===== config.mk =====
export PLATFORM = sky130hd
export DESIGN_NAME = neurosync_controller_single_uc_flat
export DESIGN_NICKNAME = d
export VERILOG_FILES = /design/src/rtl/neurosync_controller_single_uc_pkg.sv /design/src/rtl/neurosync_controller_single_uc_if.sv /design/src/rtl/neurosync_controller_single_uc_edge_detector.sv /design/src/rtl/neurosync_controller_single_uc.sv /design/src/flat_wrapper.sv
export SDC_FILE = /design/constraint.sdc
export NUM_CORES = 1
export LEC_CHECK = 0
export CAP_MARGIN = 20
export CELL_PAD_IN_SITES_DETAIL_PLACEMENT = 0
export CELL_PAD_IN_SITES_GLOBAL_PLACEMENT = 2
export CORE_AREA = 2 2 56 111
export CTS_BUF_LIST = sky130_fd_sc_hd__clkbuf_2
export DETAILED_ROUTE_END_ITERATION = 12
export DIE_AREA = 0 0 58 113
export PLACE_DENSITY_LB_ADDON = 0.1
export REMOVE_ABC_BUFFERS = 1
export SYNTH_ARGS = -nofsm -noshare
export SYNTH_HDL_FRONTEND = slang
export SYNTH_HIERARCHICAL = 1
export SYNTH_SLANG_ARGS = --single-unit

===== constraint.sdc =====
create_clock -name clock -period 3 [get_ports clock]
set_clock_uncertainty 0.2 [all_clocks]
set_input_delay 0.45 -clock clock [delete_from_list [all_inputs] [get_ports clock]]
set_output_delay 0.45 -clock clock [all_outputs]
set_load 0.02 [all_outputs]

===== src/rtl/neurosync_controller_single_uc_pkg.sv =====
// Shared definitions for the single-player NeuroSync control unit:
// state codes, question opcodes and the score ceiling.
package neurosync_pkg;

  typedef enum logic [3:0] {
    INICIAL      = 4'd0,
    ZERA         = 4'd1,
    ESCOLHE_MODO = 4'd2,
    REGISTRA     = 4'd3,
    PREP         = 4'd4,
    POSICIONA    = 4'd5,
    DESPACHA     = 4'd6,
    PLAY_INICIA  = 4'd7,
    PLAY_ESPERA  = 4'd8,
    FAIXA_MEDE   = 4'd9,
    ACERTO       = 4'd10,
    ERRO         = 4'd11,
    PROXIMA      = 4'd12,
    FIM          = 4'd13
  } state_t;

  localparam logic [1:0] OP_PLAY  = 2'b00;
  localparam logic [1:0] OP_FAIXA = 2'b01;
  localparam logic [1:0] OP_PLAY2 = 2'b10;
  localparam logic [1:0] OP_LIVRE = 2'b11;

  localparam logic [3:0] MAX_PONTOS = 4'd8;

endpackage


===== src/rtl/neurosync_controller_single_uc_if.sv =====
// Control/status bundle between the NeuroSync control unit (master)
// and the single-player datapath (slave).
interface neurosync_controller_single_uc_if;
  logic       iniciar;
  logic       confirma;
  logic [1:0] opcode;
  logic       pronto_play;
  logic       acertou_play;
  logic       acertou_faixa;
  logic       is_ultima_pergunta;
  logic       zera;
  logic       registra_modo;
  logic       zera_prep_jogo;
  logic       set_pos;
  logic       jogar_play;
  logic       jogando;
  logic       medir;
  logic       enable_mov;
  logic       show_leds_servo;
  logic       conta_pergunta;
  logic [3:0] pontos;
  logic       fim_jogo;
  logic [3:0] db_estado;

  modport master (
    input  iniciar, confirma, opcode, pronto_play, acertou_play,
           acertou_faixa, is_ultima_pergunta,
    output zera, registra_modo, zera_prep_jogo, set_pos, jogar_play,
           jogando, medir, enable_mov, show_leds_servo, conta_pergunta,
           pontos, fim_jogo, db_estado
  );

  modport slave (
    output iniciar, confirma, opcode, pronto_play, acertou_play,
           acertou_faixa, is_ultima_pergunta,
    input  zera, registra_modo, zera_prep_jogo, set_pos, jogar_play,
           jogando, medir, enable_mov, show_leds_servo, conta_pergunta,
           pontos, fim_jogo, db_estado
  );
endinterface


===== src/rtl/neurosync_controller_single_uc_edge_detector.sv =====
// Rising-edge detector for a button level; the input is registered once,
// so the pulse appears one cycle after the level rises.
module edge_detector (
  input  logic clock,
  input  logic reset,
  input  logic sinal,
  output logic pulso
);
  logic sinal_q;
  logic prev_q;

  always_ff @(posedge clock) begin
    if (reset) begin
      sinal_q <= 1'b0;
      prev_q  <= 1'b0;
    end else begin
      sinal_q <= sinal;
      prev_q  <= sinal_q;
    end
  end

  assign pulso = sinal_q & ~prev_q;
endmodule


===== src/rtl/neurosync_controller_single_uc.sv =====
// Control unit sequencing the single-player NeuroSync datapath through
// mode selection, eight questions and the end-of-game state.
module neurosync_controller_single_uc
  import neurosync_pkg::*;
#(
  parameter int unsigned TIMEOUT_CICLOS = 50_000_000,
  parameter int unsigned MEDIR_CICLOS   = 25_000_000,
  parameter int unsigned TIMER_BITS     = 26
) (
  input logic clock,
  input logic reset,
  neurosync_controller_single_uc_if.master bus
);
  localparam logic [TIMER_BITS-1:0] TMO_LAST = TIMER_BITS'(TIMEOUT_CICLOS - 1);
  localparam logic [TIMER_BITS-1:0] MED_LAST = TIMER_BITS'(MEDIR_CICLOS - 1);

  state_t                state_q, state_d;
  logic [TIMER_BITS-1:0] timer_q, timer_d;
  logic [3:0]            pontos_q, pontos_d;
  logic                  flag_q, flag_d;
  logic                  ini_edge, conf_edge;

  edge_detector u_ed_iniciar (
    .clock (clock),
    .reset (reset),
    .sinal (bus.iniciar),
    .pulso (ini_edge)
  );

  edge_detector u_ed_confirma (
    .clock (clock),
    .reset (reset),
    .sinal (bus.confirma),
    .pulso (conf_edge)
  );

  always_ff @(posedge clock) begin
    if (reset) begin
      state_q  <= INICIAL;
      timer_q  <= '0;
      pontos_q <= '0;
      flag_q   <= 1'b0;
    end else begin
      state_q  <= state_d;
      timer_q  <= timer_d;
      pontos_q <= pontos_d;
      flag_q   <= flag_d;
    end
  end

  always_comb begin
    state_d             = state_q;
    timer_d             = '0;
    pontos_d            = pontos_q;
    flag_d              = flag_q;
    bus.zera            = 1'b0;
    bus.registra_modo   = 1'b0;
    bus.zera_prep_jogo  = 1'b0;
    bus.set_pos         = 1'b0;
    bus.jogar_play      = 1'b0;
    bus.jogando         = 1'b0;
    bus.medir           = 1'b0;
    bus.enable_mov      = 1'b0;
    bus.show_leds_servo = 1'b0;
    bus.conta_pergunta  = 1'b0;
    bus.fim_jogo        = 1'b0;

    case (state_q)
      INICIAL: if (ini_edge) state_d = ZERA;
      ZERA: begin
        bus.zera = 1'b1;
        state_d  = ESCOLHE_MODO;
      end
      ESCOLHE_MODO: begin
        bus.show_leds_servo = 1'b1;
        bus.enable_mov      = 1'b1;
        if (conf_edge) state_d = REGISTRA;
      end
      REGISTRA: begin
        bus.registra_modo = 1'b1;
        state_d           = PREP;
      end
      PREP: begin
        bus.zera_prep_jogo = 1'b1;
        flag_d             = 1'b0;
        state_d            = POSICIONA;
      end
      POSICIONA: begin
        bus.set_pos = 1'b1;
        state_d     = DESPACHA;
      end
      DESPACHA: begin
        case (bus.opcode)
          OP_FAIXA: state_d = FAIXA_MEDE;
          OP_LIVRE: state_d = ACERTO;
          default:  state_d = PLAY_INICIA;
        endcase
      end
      PLAY_INICIA: begin
        bus.jogar_play = 1'b1;
        state_d        = PLAY_ESPERA;
      end
      PLAY_ESPERA: begin
        bus.jogando    = 1'b1;
        bus.enable_mov = 1'b1;
        timer_d        = timer_q + 1'b1;
        // a result arriving on the timeout cycle still counts
        if (bus.pronto_play) state_d = bus.acertou_play ? ACERTO : ERRO;
        else if (timer_q == TMO_LAST) state_d = ERRO;
      end
      FAIXA_MEDE: begin
        bus.jogando = 1'b1;
        bus.medir   = 1'b1;
        timer_d     = timer_q + 1'b1;
        if (bus.acertou_faixa) flag_d = 1'b1;
        if (timer_q == MED_LAST)
          state_d = (flag_q | bus.acertou_faixa) ? ACERTO : ERRO;
      end
      ACERTO: begin
        if (pontos_q < MAX_PONTOS) pontos_d = pontos_q + 4'd1;
        state_d = PROXIMA;
      end
      ERRO: state_d = PROXIMA;
      PROXIMA: begin
        if (bus.is_ultima_pergunta) begin
          state_d = FIM;
        end else begin
          bus.conta_pergunta = 1'b1;
          state_d            = PREP;
        end
      end
      FIM: begin
        bus.fim_jogo = 1'b1;
        if (ini_edge) state_d = ZERA;
      end
      default: state_d = INICIAL;
    endcase

    // timer restarts on every state entry; score is already clear inside ZERA
    if (state_d != state_q) timer_d = '0;
    if (state_d == ZERA) pontos_d = '0;
  end

  assign bus.pontos    = pontos_q;
  assign bus.db_estado = state_q;
endmodule


===== src/flat_wrapper.sv =====
// flat-port wrapper written by rule: the top's interface ports become plain ports
module neurosync_controller_single_uc_flat import neurosync_pkg::*;
#(
  parameter int unsigned TIMEOUT_CICLOS = 50_000_000,
  parameter int unsigned MEDIR_CICLOS   = 25_000_000,
  parameter int unsigned TIMER_BITS     = 26
)
  (clock, reset, bus_iniciar, bus_confirma, bus_opcode, bus_pronto_play, bus_acertou_play, bus_acertou_faixa, bus_is_ultima_pergunta, bus_zera, bus_registra_modo, bus_zera_prep_jogo, bus_set_pos, bus_jogar_play, bus_jogando, bus_medir, bus_enable_mov, bus_show_leds_servo, bus_conta_pergunta, bus_pontos, bus_fim_jogo, bus_db_estado);
  neurosync_controller_single_uc_if bus_i ();
  input logic clock;
  input logic reset;
  input wire logic [$bits(bus_i.iniciar)-1:0] bus_iniciar;
  input wire logic [$bits(bus_i.confirma)-1:0] bus_confirma;
  input wire logic [$bits(bus_i.opcode)-1:0] bus_opcode;
  input wire logic [$bits(bus_i.pronto_play)-1:0] bus_pronto_play;
  input wire logic [$bits(bus_i.acertou_play)-1:0] bus_acertou_play;
  input wire logic [$bits(bus_i.acertou_faixa)-1:0] bus_acertou_faixa;
  input wire logic [$bits(bus_i.is_ultima_pergunta)-1:0] bus_is_ultima_pergunta;
  output wire logic [$bits(bus_i.zera)-1:0] bus_zera;
  output wire logic [$bits(bus_i.registra_modo)-1:0] bus_registra_modo;
  output wire logic [$bits(bus_i.zera_prep_jogo)-1:0] bus_zera_prep_jogo;
  output wire logic [$bits(bus_i.set_pos)-1:0] bus_set_pos;
  output wire logic [$bits(bus_i.jogar_play)-1:0] bus_jogar_play;
  output wire logic [$bits(bus_i.jogando)-1:0] bus_jogando;
  output wire logic [$bits(bus_i.medir)-1:0] bus_medir;
  output wire logic [$bits(bus_i.enable_mov)-1:0] bus_enable_mov;
  output wire logic [$bits(bus_i.show_leds_servo)-1:0] bus_show_leds_servo;
  output wire logic [$bits(bus_i.conta_pergunta)-1:0] bus_conta_pergunta;
  output wire logic [$bits(bus_i.pontos)-1:0] bus_pontos;
  output wire logic [$bits(bus_i.fim_jogo)-1:0] bus_fim_jogo;
  output wire logic [$bits(bus_i.db_estado)-1:0] bus_db_estado;
  assign bus_i.iniciar = bus_iniciar;
  assign bus_i.confirma = bus_confirma;
  assign bus_i.opcode = bus_opcode;
  assign bus_i.pronto_play = bus_pronto_play;
  assign bus_i.acertou_play = bus_acertou_play;
  assign bus_i.acertou_faixa = bus_acertou_faixa;
  assign bus_i.is_ultima_pergunta = bus_is_ultima_pergunta;
  assign bus_zera = bus_i.zera;
  assign bus_registra_modo = bus_i.registra_modo;
  assign bus_zera_prep_jogo = bus_i.zera_prep_jogo;
  assign bus_set_pos = bus_i.set_pos;
  assign bus_jogar_play = bus_i.jogar_play;
  assign bus_jogando = bus_i.jogando;
  assign bus_medir = bus_i.medir;
  assign bus_enable_mov = bus_i.enable_mov;
  assign bus_show_leds_servo = bus_i.show_leds_servo;
  assign bus_conta_pergunta = bus_i.conta_pergunta;
  assign bus_pontos = bus_i.pontos;
  assign bus_fim_jogo = bus_i.fim_jogo;
  assign bus_db_estado = bus_i.db_estado;
  neurosync_controller_single_uc #(.TIMEOUT_CICLOS(TIMEOUT_CICLOS), .MEDIR_CICLOS(MEDIR_CICLOS), .TIMER_BITS(TIMER_BITS)) u_core (.clock(clock), .reset(reset), .bus(bus_i));
endmodule

# After elaboration in Yosys (flattened, before gate mapping)
# Cells that the tools add are included.
classes:
  addsub: 2
  magnitude_cmp: 1
  n_eq_ne: 20
  muxes: 24
  bitwise_logic: 6
  reduce_logical: 10
op_table:
  columns: ["cell", "count"]
  rows:
  - ["$pmux 4 s12", 1]
  - ["$add 26x1->26 const B", 1]
  - ["$eq 26x25->1 const B", 1]
  - ["$eq 26x26->1 const B", 1]
  - ["$eq 4x4->1 const B", 6]
  - ["$mux 4", 6]
  - ["$eq 4x3->1 const B", 4]
  - ["$mux 1", 15]
  - ["$reduce_or 2->1", 5]
  - ["$eq 4x1->1 const B", 2]
  - ["$eq 4x2->1 const B", 2]
  - ["$pmux 4 s2", 1]
  - ["$add 4x1->4 const B", 1]
  - ["$logic_not 4->1", 1]
  - ["$lt 4x4->1 const B", 1]
  - ["$ne 4x4->1", 1]
  - ["$reduce_and 2->1", 2]
  - ["$not 1->1", 3]
  - ["$reduce_or 3->1", 1]
  - ["$and 1x1->1", 2]
  - ["$eq 2x1->1 const B", 1]
  - ["$eq 2x2->1 const B", 1]
  - ["$ne 2x2->1 const B", 1]
  - ["$pmux 1 s2", 1]
  - ["other kinds (2)", 2]
totals:
  register_bits: 39
  out_inout_bits: 19
  elab_cells: 71

# Longest topological paths before layout
depth:
  word_depth: 6
  depth_mapped: 8
  mapped_depth_nobuf: 6

# Modules after synthesis
# Netlist, hierarchy kept.
by_module_without_submodules:
  columns: ["module", "n_inst", "cells_per_inst", "area_each_um2"]
  rows:
  - ["neurosync_controller_single_uc", 1, 225, 1869.3]
  - ["edge_detector", 2, 5, 61.3]

# Worst setup path after synthesis
# OpenSTA, ideal clock, no wires.
synth_path:
  path_type: "register to output"
  startpoint: "register u_core.state_q[3] (netlist: u_core/bus.db_estado[3])"
  endpoint: "output port bus_conta_pergunta"
  t_arrival_ps: 1476
  required_ps: 2350
  path_slack_ps: 874
  path_stages_with_launch: 4
  cell_sequence: "dfxtp_1 > buf_2 > nand2_1 > nor4_1"
synth_via:
  elab_chain_len: 2
synth_lines:
  columns: ["item", "line", "text"]
  rows:
  - ["start: declaration", "neurosync_controller_single_uc.sv:17", "state_t state_q, state_d;"]
  - ["start signal: assignment", "neurosync_controller_single_uc.sv:44", "state_q <= state_d;"]
  - ["$eq 4x4->1", "neurosync_controller_single_uc.sv:68", "case (state_q)"]
  - ["$mux 1", "neurosync_controller_single_uc.sv:68", null]
  - ["end: declaration", "flat_wrapper.sv:28", "output wire logic [$bits(bus_i.conta_pergunta)-1:0] bus_conta_pergunta;"]
# No other way between the ends.

# Final worst setup path
layout_path:
  startpoint: "register u_core.state_q[2] (netlist: u_core/bus.db_estado[2])"
  endpoint: "output port bus_enable_mov"
layout_via:
  elab_chain_len: 3
layout_lines:
  columns: ["item", "line", "text"]
  rows:
  - ["$eq 4x2->1 or $eq 4x4->1 (tied branches)", "neurosync_controller_single_uc.sv:68", null]
  - ["$reduce_or 2->1 (no source line) *", null, null]
  - ["$mux 1 *", "neurosync_controller_single_uc.sv:68", null]
  - ["end: declaration", "flat_wrapper.sv:26", "output wire logic [$bits(bus_i.enable_mov)-1:0] bus_enable_mov;"]
# Every way passes the cells marked *; elsewhere a longest branch is shown, timed or not.

==> results <==
## metal layers
layer / vias up / part of all wire
met4: 0 / 0.034
li1: 885 / -
met5: - / 0
met3: 11 / 0.039
met1: 811 / 0.36
met2: 38 / 0.57
## registers in the layout, indices dropped and copies added (netlist names)
| name | cells |
|---|---|
| u_core/u_ed_iniciar/sinal_q | 1 |
| u_core/u_ed_confirma/sinal_q | 1 |
| u_core/bus.pontos | 4 |
| u_core/flag_q | 1 |
| u_core/u_ed_iniciar/prev_q | 1 |
| u_core/bus.db_estado | 4 |
| u_core/u_ed_confirma/prev_q | 1 |
| u_core/timer_q | 26 |
## cells by family (layout without fill, tap and decap cells)
family,count (synthesis),in the layout,share of synthesized area
AOI/OAI and AO/OA,28,28,0.105
xor gates and xnor gates,26,26,0.114
adders and majority gates,2,2,0.0126
muxes,2,2,0.0101
DFF,39,39,0.392
and+or+nand+nor,122,122,0.325
buffers and inverters,16,47,0.0415
## layout by cell type, fill, tap and decap left out, types with 5 or more instances in the layout
master and instances:
clkbuf_2 5, clkdlybuf4s50_1 28, dfxtp_1 37, inv_1 7, nand2_1 13, nand2b_1 6
nand3_1 10, nor2_1 37, nor2b_1 9, nor3_1 15, nor4_1 6, o21ai_0 6
xnor2_1 20, xor2_1 6
## where the power goes
| part | switching [mW] | internal, mW | total (mW) |
|---|---|---|---|
| combinational | 0.0340 | 0.0367 | 0.0707 |
| clock | 0.177 | 0.137 | 0.314 |
| sequential | 0.00731 | 0.524 | 0.531 |
| total | 0.218 | 0.697 | 0.915 |
## metrics by stage
step	power (mW)	cells	utilization
after global routing	0.959	327	0.422
after detailed placement	0.613	319	0.410
after CTS	0.936	327	0.422
final	0.915	327	0.422
after floorplan	0.574	226	-
after global placement	0.614	319	0.410
## cell type report
cell class                 instances  area share
multi-input combinational        180       0.472
sequential                        39       0.328
timing repair buffer              32       0.130
tap                               61      0.0320
clock inverter                     3      0.0162
inverter                           7      0.0110
clock buffer                       5      0.0105
## repair_timing
action	CTS	global route
resized for setup	1	1
endpoints found under the setup margin	1	1
buffers inserted	0	0
## how the worst max path moves through the flow
stage | depth (start not counted) | slack (ns) | end | startpoint
floorplan | 4 | 0.67 | u_core/timer_q[10] | u_core/bus.db_estado[3]
global placement | 4 | 0.52 | bus_enable_mov | u_core/bus.db_estado[2]
detailed placement | 4 | 0.50 | bus_enable_mov | u_core/bus.db_estado[2]
CTS | 3 | 0.08 | bus_medir | u_core/bus.db_estado[0]
global route | 4 | 0.02 | bus_enable_mov | u_core/bus.db_estado[2]
finish | 4 | 0.14 | bus_enable_mov | u_core/bus.db_estado[2]
==> flow_summary.yaml <==
floorplan:
  die_w_um: 58
  start_util: 0.352
  die_y_um: 113
  placementRows: 39
  io_pins: 29
  fp.coreArea_um2: 5660
  dieArea_um2: 6550
critical_path:
  r2r_start: "u_core/timer_q[0]"
  rrSetupSlack_ns: 0.80
  crit_chain: "nand2b_1, or3_1, nand2b_1, clkdlybuf4s50_1"
  critPathBufInv: 1
  critPathMaxFanout: 17
  cp_data_arrival_time_ns: 2.21
  crit_type: "reg -> out"
  crit_top_cell: "nand2b_1"
  crit_family: "simple AND/OR/NAND/NOR gates"
  cp-end-kind: "primary output"
  required_ns: 2.35
  startpoint_type: "register"
  r2r_end: "u_core/timer_q[12]"
  slowest_stage: "clkdlybuf4s50_1"
  max_stage_delay_ns: 0.59
  reg2reg_depth: 7
final_layout:
  multi_input_area_um2: 1130
  fin_nets: 277
  seq_area_um2: 783
  fin_area_um2: 2390
  layout-drive-gt1-share: 0.0714
  syn_to_final_growth_pct: 19.9
  diodes: 0
  fill_cells: 600
power_and_ir_drop:
  ir_drop_uv: 360
  p_leak_nw: 0.735
  p_per_area_nw_per_um2: 383
cts:
  clock_path_buffers: 2
  clkLatencyLatePin_ns: 0.42
  cts_tree: "yes"
  cts.sinks: 39
  path_clk_slew_ns: 0.20
  cts_hold_buf: 0
  clockRootBuffer: "clkbuf_2"
  htreeDepth: 2
  cts_inserted_buffers: 5
placed_design:
  dp_slack_ns: 0.497
  gp_congestion: 0.806
  postPlaceCellArea_um2: 2320
  io_buffers: 28
  hpwl_mm: 3.78
sta:
  setup_violations: 0
  setup_ws_ns: 0.141
  slew_headroom: 0.655
  fin_setup_tns_ns: 0
  finalHoldViolations: 0
  period_needed_ns: 2.86
  fmax_ghz: 0.350
  period_share: 0.953
  maxSlewViolCount: 0
  hold_slack_ns: 0.277
  grt_setup_unrepaired: "false"
  tightest_slew_ns: 0.516
yosys:
  synth_top_cell_by_area: "dfxtp_1"
  netlist.area_leader.share: 0.392
  yosysSeqAreaShare: 0.392
  syn_area_per_cell_um2: 8.48
  ys_warn_count: 6
  yosysMostFrequentCell: "dfxtp_1"
  syn_inst: 235
  ys_types: 44
  synth.cell_area_um2: 1990
  synth_edf_count: 0
  ys_seq_elements: 39
  synth-async-reset-ratio: 0
  synth_ff_type: "dfxtp_1"
  synthTopCellsByCount: "dfxtp_1 (39), nor2_1 (37), xnor2_1 (20)"
  synth.area.top_cells: "dfxtp_1 (39%), xnor2_1 (8.8%), nor2_1 (7.0%)"
global_routing:
  antenna_found_initial: 0
  grt_pass1_vias: 1675
  use_met1: 0.155
  grt_max_degree: 27
  use_met2: 0.312
  track_usage: 0.164
  gr-max-usage-layer: "met2"
  use_met3: 0.0343
  grt.overflow.total: 0
  grt_pass1_wl_mm: 8.07
run:
  cap_violations: 0
routing:
  avgRoutedWirePerCell_um: 15.1
  viasPerCell: 5.34
  via_count: 1745
  ant_nets: 0
  drt_iter0_markers: 64
  routed_wirelength_mm: 4.95
  drc_errors: 0
  firstDrtPassIters: 4
hold_path:
  hold_class: "reg -> reg"
  worstHoldStart: "u_core/u_ed_iniciar/sinal_q"
  holdPathStages: 1
  whs_endpoint: "u_core/u_ed_iniciar/prev_q"
status:
  run_status: "finished clean"
(Power assumes the default switching activity.)
